File: src/rtl/wb_stream_reader.sv
// Stream-to-memory DMA engine. Buffers a valid/ready word stream in a small
// FIFO and writes it to memory as Wishbone incrementing bursts. Configured
// through a Wishbone slave register file; raises a level interrupt when the
// programmed buffer is filled or a bus error aborts the job.
module wb_stream_reader #(
  parameter int unsigned FIFO_AW       = 5,
  parameter int unsigned MAX_BURST_LEN = 32
) (
  input  logic        clk,
  input  logic        rst,
  // Memory write master
  output logic [31:0] wbm_adr_o,
  output logic [31:0] wbm_dat_o,
  output logic [3:0]  wbm_sel_o,
  output logic        wbm_we_o,
  output logic        wbm_cyc_o,
  output logic        wbm_stb_o,
  output logic [2:0]  wbm_cti_o,
  output logic [1:0]  wbm_bte_o,
  input  logic [31:0] wbm_dat_i,
  input  logic        wbm_ack_i,
  input  logic        wbm_err_i,
  input  logic        wbm_rty_i,
  // Incoming stream
  input  logic [31:0] stream_s_data_i,
  input  logic        stream_s_valid_i,
  output logic        stream_s_ready_o,
  output logic        stream_s_irq_o,
  // Config slave
  input  logic [4:0]  wbs_adr_i,
  input  logic [31:0] wbs_dat_i,
  input  logic [3:0]  wbs_sel_i,
  input  logic        wbs_we_i,
  input  logic        wbs_cyc_i,
  input  logic        wbs_stb_i,
  input  logic [2:0]  wbs_cti_i,
  input  logic [1:0]  wbs_bte_i,
  output logic [31:0] wbs_dat_o,
  output logic        wbs_ack_o,
  output logic        wbs_err_o,
  output logic        wbs_rty_o
);

  localparam int unsigned Depth = 2 ** FIFO_AW;
  localparam int unsigned CntW  = FIFO_AW + 1;
  localparam logic [FIFO_AW-1:0] PtrOne  = {{(FIFO_AW-1){1'b0}}, 1'b1};
  localparam logic [CntW-1:0]    CntOne  = {{(CntW-1){1'b0}}, 1'b1};
  localparam logic [CntW-1:0]    FullCnt = CntW'(Depth);

  typedef enum logic [0:0] {StIdle, StBurst} state_e;

  state_e state_q, state_d;

  // Config and job state
  logic [31:0] start_addr_q, buf_size_q, burst_size_q;
  logic        busy_q, irq_q, err_q;
  logic [29:0] remaining_q, accepted_q;
  logic [31:0] addr_q;
  logic [31:0] burst_len_q, beat_q;

  // FIFO
  logic [31:0]        fifo_mem [Depth];
  logic [FIFO_AW-1:0] wr_ptr_q, rd_ptr_q;
  logic [CntW-1:0]    fifo_cnt_q;

  logic        wbs_req, wbs_wr;
  logic [2:0]  reg_sel;
  logic [31:0] rdata;
  logic        start_req, irq_clr;
  logic [29:0] total_words;
  logic [31:0] eff_burst, burst_len;
  logic        push, beat_ack, bus_err, last_beat, enter_burst;

  logic unused_inputs;
  assign unused_inputs = ^{wbm_dat_i, wbm_rty_i, wbs_sel_i, wbs_cti_i, wbs_bte_i,
                           wbs_adr_i[1:0]};

  assign wbs_req     = wbs_cyc_i && wbs_stb_i && !wbs_ack_o;
  assign wbs_wr      = wbs_req && wbs_we_i;
  assign reg_sel     = wbs_adr_i[4:2];
  assign start_req   = wbs_wr && (reg_sel == 3'd0) && wbs_dat_i[0] && !busy_q;
  assign irq_clr     = wbs_wr && (reg_sel == 3'd0) && wbs_dat_i[1];
  assign total_words = buf_size_q[31:2];
  assign wbs_err_o   = 1'b0;
  assign wbs_rty_o   = 1'b0;

  assign stream_s_ready_o = busy_q && (fifo_cnt_q != FullCnt) && (accepted_q < total_words);
  assign push             = stream_s_valid_i && stream_s_ready_o;
  assign stream_s_irq_o   = irq_q;
  assign enter_burst      = (state_q == StIdle) && (state_d == StBurst);

  // Clamp the programmed burst length and trim it to the words still owed
  always_comb begin
    if (burst_size_q == 32'd0) begin
      eff_burst = 32'd1;
    end else if (burst_size_q > MAX_BURST_LEN) begin
      eff_burst = MAX_BURST_LEN;
    end else begin
      eff_burst = burst_size_q;
    end
    burst_len = ({2'b00, remaining_q} < eff_burst) ? {2'b00, remaining_q} : eff_burst;
  end

  // Config register read mux
  always_comb begin
    rdata = '0;
    case (reg_sel)
      3'd0:    rdata = {29'b0, err_q, irq_q, busy_q};
      3'd1:    rdata = start_addr_q;
      3'd2:    rdata = buf_size_q;
      3'd3:    rdata = burst_size_q;
      default: rdata = '0;
    endcase
  end

  // Master FSM next state and bus outputs
  always_comb begin
    state_d   = state_q;
    wbm_adr_o = '0;
    wbm_dat_o = '0;
    wbm_sel_o = '0;
    wbm_we_o  = 1'b0;
    wbm_cyc_o = 1'b0;
    wbm_stb_o = 1'b0;
    wbm_cti_o = '0;
    wbm_bte_o = '0;
    beat_ack  = 1'b0;
    bus_err   = 1'b0;
    last_beat = (beat_q == burst_len_q - 32'd1);
    unique case (state_q)
      StIdle: begin
        if (busy_q && (burst_len != 32'd0) && (32'(fifo_cnt_q) >= burst_len)) begin
          state_d = StBurst;
        end
      end
      StBurst: begin
        wbm_adr_o = addr_q;
        wbm_dat_o = fifo_mem[rd_ptr_q];
        wbm_sel_o = 4'hf;
        wbm_we_o  = 1'b1;
        wbm_cyc_o = 1'b1;
        wbm_stb_o = 1'b1;
        wbm_cti_o = last_beat ? 3'b111 : 3'b010;
        if (wbm_err_i) begin
          // Error aborts the job; the erroring beat is not counted
          bus_err = 1'b1;
          state_d = StIdle;
        end else if (wbm_ack_i) begin
          beat_ack = 1'b1;
          if (last_beat) state_d = StIdle;
        end
      end
      default: state_d = StIdle;
    endcase
  end

  // FSM state register
  always_ff @(posedge clk or posedge rst) begin
    if (rst) state_q <= StIdle;
    else     state_q <= state_d;
  end

  // Config slave, job counters and status flags
  always_ff @(posedge clk or posedge rst) begin
    if (rst) begin
      wbs_ack_o    <= 1'b0;
      wbs_dat_o    <= '0;
      start_addr_q <= '0;
      buf_size_q   <= '0;
      burst_size_q <= '0;
      busy_q       <= 1'b0;
      irq_q        <= 1'b0;
      err_q        <= 1'b0;
      remaining_q  <= '0;
      accepted_q   <= '0;
      addr_q       <= '0;
      burst_len_q  <= '0;
      beat_q       <= '0;
    end else begin
      wbs_ack_o <= wbs_req;
      if (wbs_req) wbs_dat_o <= rdata;
      if (wbs_wr && !busy_q) begin
        case (reg_sel)
          3'd1:    start_addr_q <= wbs_dat_i;
          3'd2:    buf_size_q   <= wbs_dat_i;
          3'd3:    burst_size_q <= wbs_dat_i;
          default: ;
        endcase
      end
      // Clear first so any same-cycle set below wins
      if (irq_clr) irq_q <= 1'b0;
      if (start_req) begin
        err_q <= 1'b0;
        if (total_words == 30'd0) begin
          irq_q <= 1'b1;
        end else begin
          busy_q      <= 1'b1;
          remaining_q <= total_words;
          addr_q      <= start_addr_q;
          accepted_q  <= '0;
        end
      end
      if (push) accepted_q <= accepted_q + 30'd1;
      if (enter_burst) begin
        burst_len_q <= burst_len;
        beat_q      <= '0;
      end
      if (beat_ack) begin
        addr_q      <= addr_q + 32'd4;
        remaining_q <= remaining_q - 30'd1;
        beat_q      <= beat_q + 32'd1;
        if (remaining_q == 30'd1) begin
          busy_q <= 1'b0;
          irq_q  <= 1'b1;
        end
      end
      if (bus_err) begin
        err_q  <= 1'b1;
        busy_q <= 1'b0;
        irq_q  <= 1'b1;
      end
    end
  end

  // FIFO storage; no reset needed, occupancy is tracked by the pointers
  always_ff @(posedge clk) begin
    if (push) fifo_mem[wr_ptr_q] <= stream_s_data_i;
  end

  // FIFO pointers and occupancy; a bus error flushes everything
  always_ff @(posedge clk or posedge rst) begin
    if (rst) begin
      wr_ptr_q   <= '0;
      rd_ptr_q   <= '0;
      fifo_cnt_q <= '0;
    end else if (bus_err) begin
      wr_ptr_q   <= '0;
      rd_ptr_q   <= '0;
      fifo_cnt_q <= '0;
    end else begin
      if (push)     wr_ptr_q <= wr_ptr_q + PtrOne;
      if (beat_ack) rd_ptr_q <= rd_ptr_q + PtrOne;
      case ({push, beat_ack})
        2'b10:   fifo_cnt_q <= fifo_cnt_q + CntOne;
        2'b01:   fifo_cnt_q <= fifo_cnt_q - CntOne;
        default: ;
      endcase
    end
  end

endmodule

File: config.mk
export PLATFORM = sky130hd
export DESIGN_NAME = wb_stream_reader
export DESIGN_NICKNAME = d
export VERILOG_FILES = /design/src/rtl/wb_stream_reader.sv
export SDC_FILE = /design/constraint.sdc
export NUM_CORES = 2
export LEC_CHECK = 0
export BUFFER_PORTS_ARGS = -buffer_cell sky130_fd_sc_hd__buf_2
export CORE_ASPECT_RATIO = 0.75
export CORE_MARGIN = 2
export CORE_UTILIZATION = 50
export DETAILED_ROUTE_END_ITERATION = 8
export GPL_TIMING_DRIVEN = 0
export MAX_ROUTING_LAYER = met4
export PLACE_DENSITY_LB_ADDON = 0.05
export SLEW_MARGIN = 25
export SYNTH_ARGS = -nofsm -noshare
export SYNTH_HDL_FRONTEND = slang
export SYNTH_SLANG_ARGS = --single-unit
File: constraint.sdc
create_clock -name clk -period 12.9 [get_ports clk]
set_input_delay 0.645 -clock clk [delete_from_list [all_inputs] [get_ports clk]]
set_output_delay 0.645 -clock clk [all_outputs]
set_load 0.01 [all_outputs]
==> results <==
- The startpoint of the worst register-to-register path is burst_size_q[21].
- The H-tree depth is 4.
- The worst min-delay path category is input port to flip-flop.
- STA classifies the critical path endpoint as a flip-flop.
- The clock reaches the later pin of the worst-skew pair after 0.77 ns.
- The worst-case setup margin in the final layout is about 6.2 ns.
- The number of CTS-inserted buffers is 135.
- The setup TNS after final layout is 0 ns.
- Headroom to the max-slew limit came out at between 20% and 30%.
- The count of unresolved DRC violations after routing is 0.
- The synthesized netlist cell count is 3830.
- Clock-pin slew was measured on the worst setup and hold paths at 0.06 ns.
- For the worst setup path, the data arrival time is between 7 and 8 ns.
- The worst path buffer plus inverter count is 4.
- The final total power is between 10 and 15 mW.
- The cell repeated most along the worst path is clkbuf_1.
- The final worst clock skew is 0.0271 ns.
- The detail-routed via count per cell is 6.22.
- At the worst endpoint, the required time is 13.56 ns.
- After detailed routing, the total wire length is ~170000 µm.
- Counting flops and latches in the post-synthesis netlist gives 1329.
- The leakage power total is 23.4 nW.
- The routing usage on met3 is 6.35%.
- Once layout is done, the placed cells without fillers occupy 66000 µm².
- Fill cells in the final layout number 9016.
- The final global-route overflow total is 0.
- The endpoint identified for the worst register-to-register timing path is beat_q[0].
- The cell sitting at the root of the clock tree is a clkbuf_16.
- Based on the critical path, the design can be clocked at up to 0.150 GHz.
- The via count of the first global-routing pass is 33806.
- The average wire per standard cell is ~29 µm.
- Counting cells, the worst reg-to-reg path comes to 24.
- Entering global routing, the biggest net connects 91 pins.
- Once the floorplan was initialized, standard cells occupied between 50% and 60% of the core.
- The horizontal die dimension is 394 µm.
- The total count of max-transition violations in the final report is 0.
- The signal on the critical path passes through nor4_1 -> nand3_1 -> nor3_1 -> nand2_1 -> ha_1 -> o21a_1 -> nor3_1 -> o31a_1 -> a311o_1 -> and4b_1 -> clkbuf_1 -> clkbuf_1 -> nor2_1 -> a21oi_1 -> ha_1 -> a21o_1 -> a21o_1 -> a21o_1 -> a211oi_1 -> a211o_1 -> clkbuf_1 -> clkbuf_1 -> nand3_1 -> o21ai_1.
- The post-route worst hold slack is approximately 0.15 ns.
- A synthesized cell averages 14.9 µm².
- For this run, asynchronously set or reset flops after synthesis account for 22.9%.
- The critical path crosses 24 cells after its start point.
- The routed via count is around 37000.
- For this design, the slowest cell found on the critical path is a211oi_1.
- The count of cells along the worst hold path is 2.
- For this run, global-route usage on met1 was measured as between 40% and 50%.
- The weighted congestion reported at the end of routability-driven placement is 0.913.
- The sequential fraction of the synthesis area is 67.3%.
- The detailed router finished its first iteration with approximately 4500 violations.
- The number of antenna violations at the first check in global routing is 10.
- The most instantiated flip-flop cell in the synthesis netlist is edfxtp_1.
- The detailed placer's ending HPWL is roughly 120000 µm.
- For met2 alone, demand over resource in global routing was 39.5%.
- The clock passes through at most 3 buffers.
- The number of instances resized during post-cts repair is 0.
- The number of placed instances, taps included, is around 5600.
- The boundary pin count is 232.
- The largest vdd supply drop is 0.000162 V.
- The total global-route track usage is between 20 and 30%.
- Cells fill 58.2% of the core in the end.
- The number of cells in the finished layout apart from fillers is just under 6000.
- The die is 296 µm tall.
- The worst-case setup slack after placement is about 6.3 ns.
- For the pin with the worst max-slew slack, the measured transition is 1.10 ns.
- The critical path endpoint is beat_q[0].
- The share of final-layout standard cells stronger than drive strength 1 is between 10% and 20%.
- The area growth from synthesis to final layout is 15.7%.
- Clock tree synthesis found a total of 1329 sinks.
- The most frequently used cell type in the post-synthesis netlist is edfxtp_1.
- In this run the most used layer during global routing was met1.
- The category of the critical setup timing path is flip-flop to flip-flop.
- The floorplan core area is 113000 µm².
- The die covers 117000 µm².
- The flow ran to the end, and the final reports show no timing, DRC or antenna violations.
- In this run the biggest area consumer among cell types represents a little over half of the synthesized area.
- The number of max-cap violations is 0.
- The clock period minus worst slack is approximately 6.7 ns.
- The largest area contributor in the netlist is edfxtp_1.
- The startpoint of the worst hold path is wbs_dat_i[5].
- TritonCTS built the clock tree.
- On the worst path, the slowest cell contributes a delay of approximately 0.52 ns.
- The total area of multi-input combinational cells is approximately 18000 µm².
- The dominant delay contributor by cell family on the critical path is simple AND/OR/NAND/NOR gates.
- The number of warnings reported in the yosys synthesis log is 0.
- The source of the critical timing path is burst_size_q[21].
- In this run the core area contains 107 standard-cell rows.
- After synthesis, the cell types taking the most area are edfxtp_1 54%, dfrtp_1 13%, mux4_2 5.2%, mux2i_1 3.8%, mux2_2 3.8%.
- For this run, the detailed router's first-pass iteration total came to 6.
- Of all nets on the critical path, the largest fanout is 10.
- The mapped netlist covers approximately 57000 µm².
- Setup repair after global routing left no endpoint under its margin.
- The area of placed instances is between 60000 and 70000 µm².
- The number of hold-slack violations in the final timing report is 0.
- Input and output buffers added on the ports amount to 181.
- Setup violations remaining at the end of the flow were counted as 0.
- The power density normalized to cell area is 170 nW/µm².
- For this run, the post-layout net count is roughly 4400.
- The area of all sequential standard cells is 38400 µm².
- The share of the cycle needed by the critical path after routing is slightly above 50%.
- The post-route antenna net violation count is 0.
- The first global-routing pass estimated ~240000 µm of wire.
- The number of enable-type register cells in the synthesized netlist is 1024.
- For flop-to-flop paths, the worst setup slack is 6.22 ns.
- STA classifies the critical path startpoint as a flip-flop.
- Ranked by instance count, the synthesized netlist is headed by 1024 x edfxtp_1, 305 x dfrtp_1, 255 x nand2_1.
- Synthesis instantiated a little under 80 different standard cells from the library.
[report_power, final]
part / switching, mW / leakage, nW / internal (mW) / total, mW
Combinational: 1.34 / 7.99 / 0.971 / 2.31
Clock: 1.66 / 2.11 / 2.18 / 3.85
Sequential: 0.243 / 13.3 / 4.83 / 5.08
Total: 3.25 / 23.4 / 7.99 / 11.2
[registers in the layout, indices dropped and copies added (netlist names), 32 cells and up]
name          count
fifo_mem       1024
burst_len_q      32
addr_q           32
start_addr_q     32
burst_size_q     32
wbs_dat_o        32
beat_q           32
buf_size_q       32
[logic make-up after synthesis]
group	after synthesis	synth area share, %
AO/OA/AOI/OAI	738	8.24
XOR/XNOR	58	0.891
adder cells (fa/ha/maj)	80	1.77
buffers and inverters	277	1.94
flip-flops	1329	67.3
multiplexers	537	12.7
other	2	0.0132
AND/OR/NAND/NOR	809	7.07
[worst min-delay path by stage]
stage                       endpoint  slack [ns]
CTS                 start_addr_q[10]        0.08
detailed placement         addr_q[0]        0.46
global placement       wbs_dat_o[25]        0.46
floorplan                  addr_q[0]        0.44
finish               start_addr_q[5]        0.15
global route        start_addr_q[14]        0.12
[final cells by class]
type | instances | area share [%]
timing repair buffer | 242 | 3.60
sequential | 1329 | 58.2
antenna | 5 | 0.0190
clock buffer | 174 | 5.66
inverter | 59 | 0.351
multi-input combinational | 2250 | 27.1
buffer | 218 | 1.39
tap | 1526 | 2.89
clock inverter | 65 | 0.806
[timing repair]
| item | CTS | global route |
|---|---|---|
| setup endpoints to repair | 0 | 0 |
| setup buffers | 0 | 0 |
| hold buffers | 1 | 0 |
| hold endpoints to repair | 75 | 0 |
[placed cells by master, fill, tap and decap left out, drive strengths merged, types with 14 or more instances in the layout]
cell,n
edfxtp,1024
dfrtp,305
nand3,78
mux2,191
and2,70
nor3,35
inv,65
nor2,147
nand2,255
ha,79
a31oi,16
mux4,131
buf,304
clkinv,52
o211ai,18
xor2,23
and3,21
a21oi,212
o22ai,71
o21ai,160
nand4,40
or4,14
conb,28
nor4,47
nor2b,38
a21o,27
mux2i,215
xnor2,35
a22oi,34
clkbuf,329
o221ai,69
a211oi,47
[routing by layer]
metal / wire length [µm] / share of wire [%]
met5: 0 / 0
met4: 3050 / 1.8
met3: 17000 / 10
met2: 70300 / 41
met1: 80200 / 47
Power figures use the tool's default switching activity.
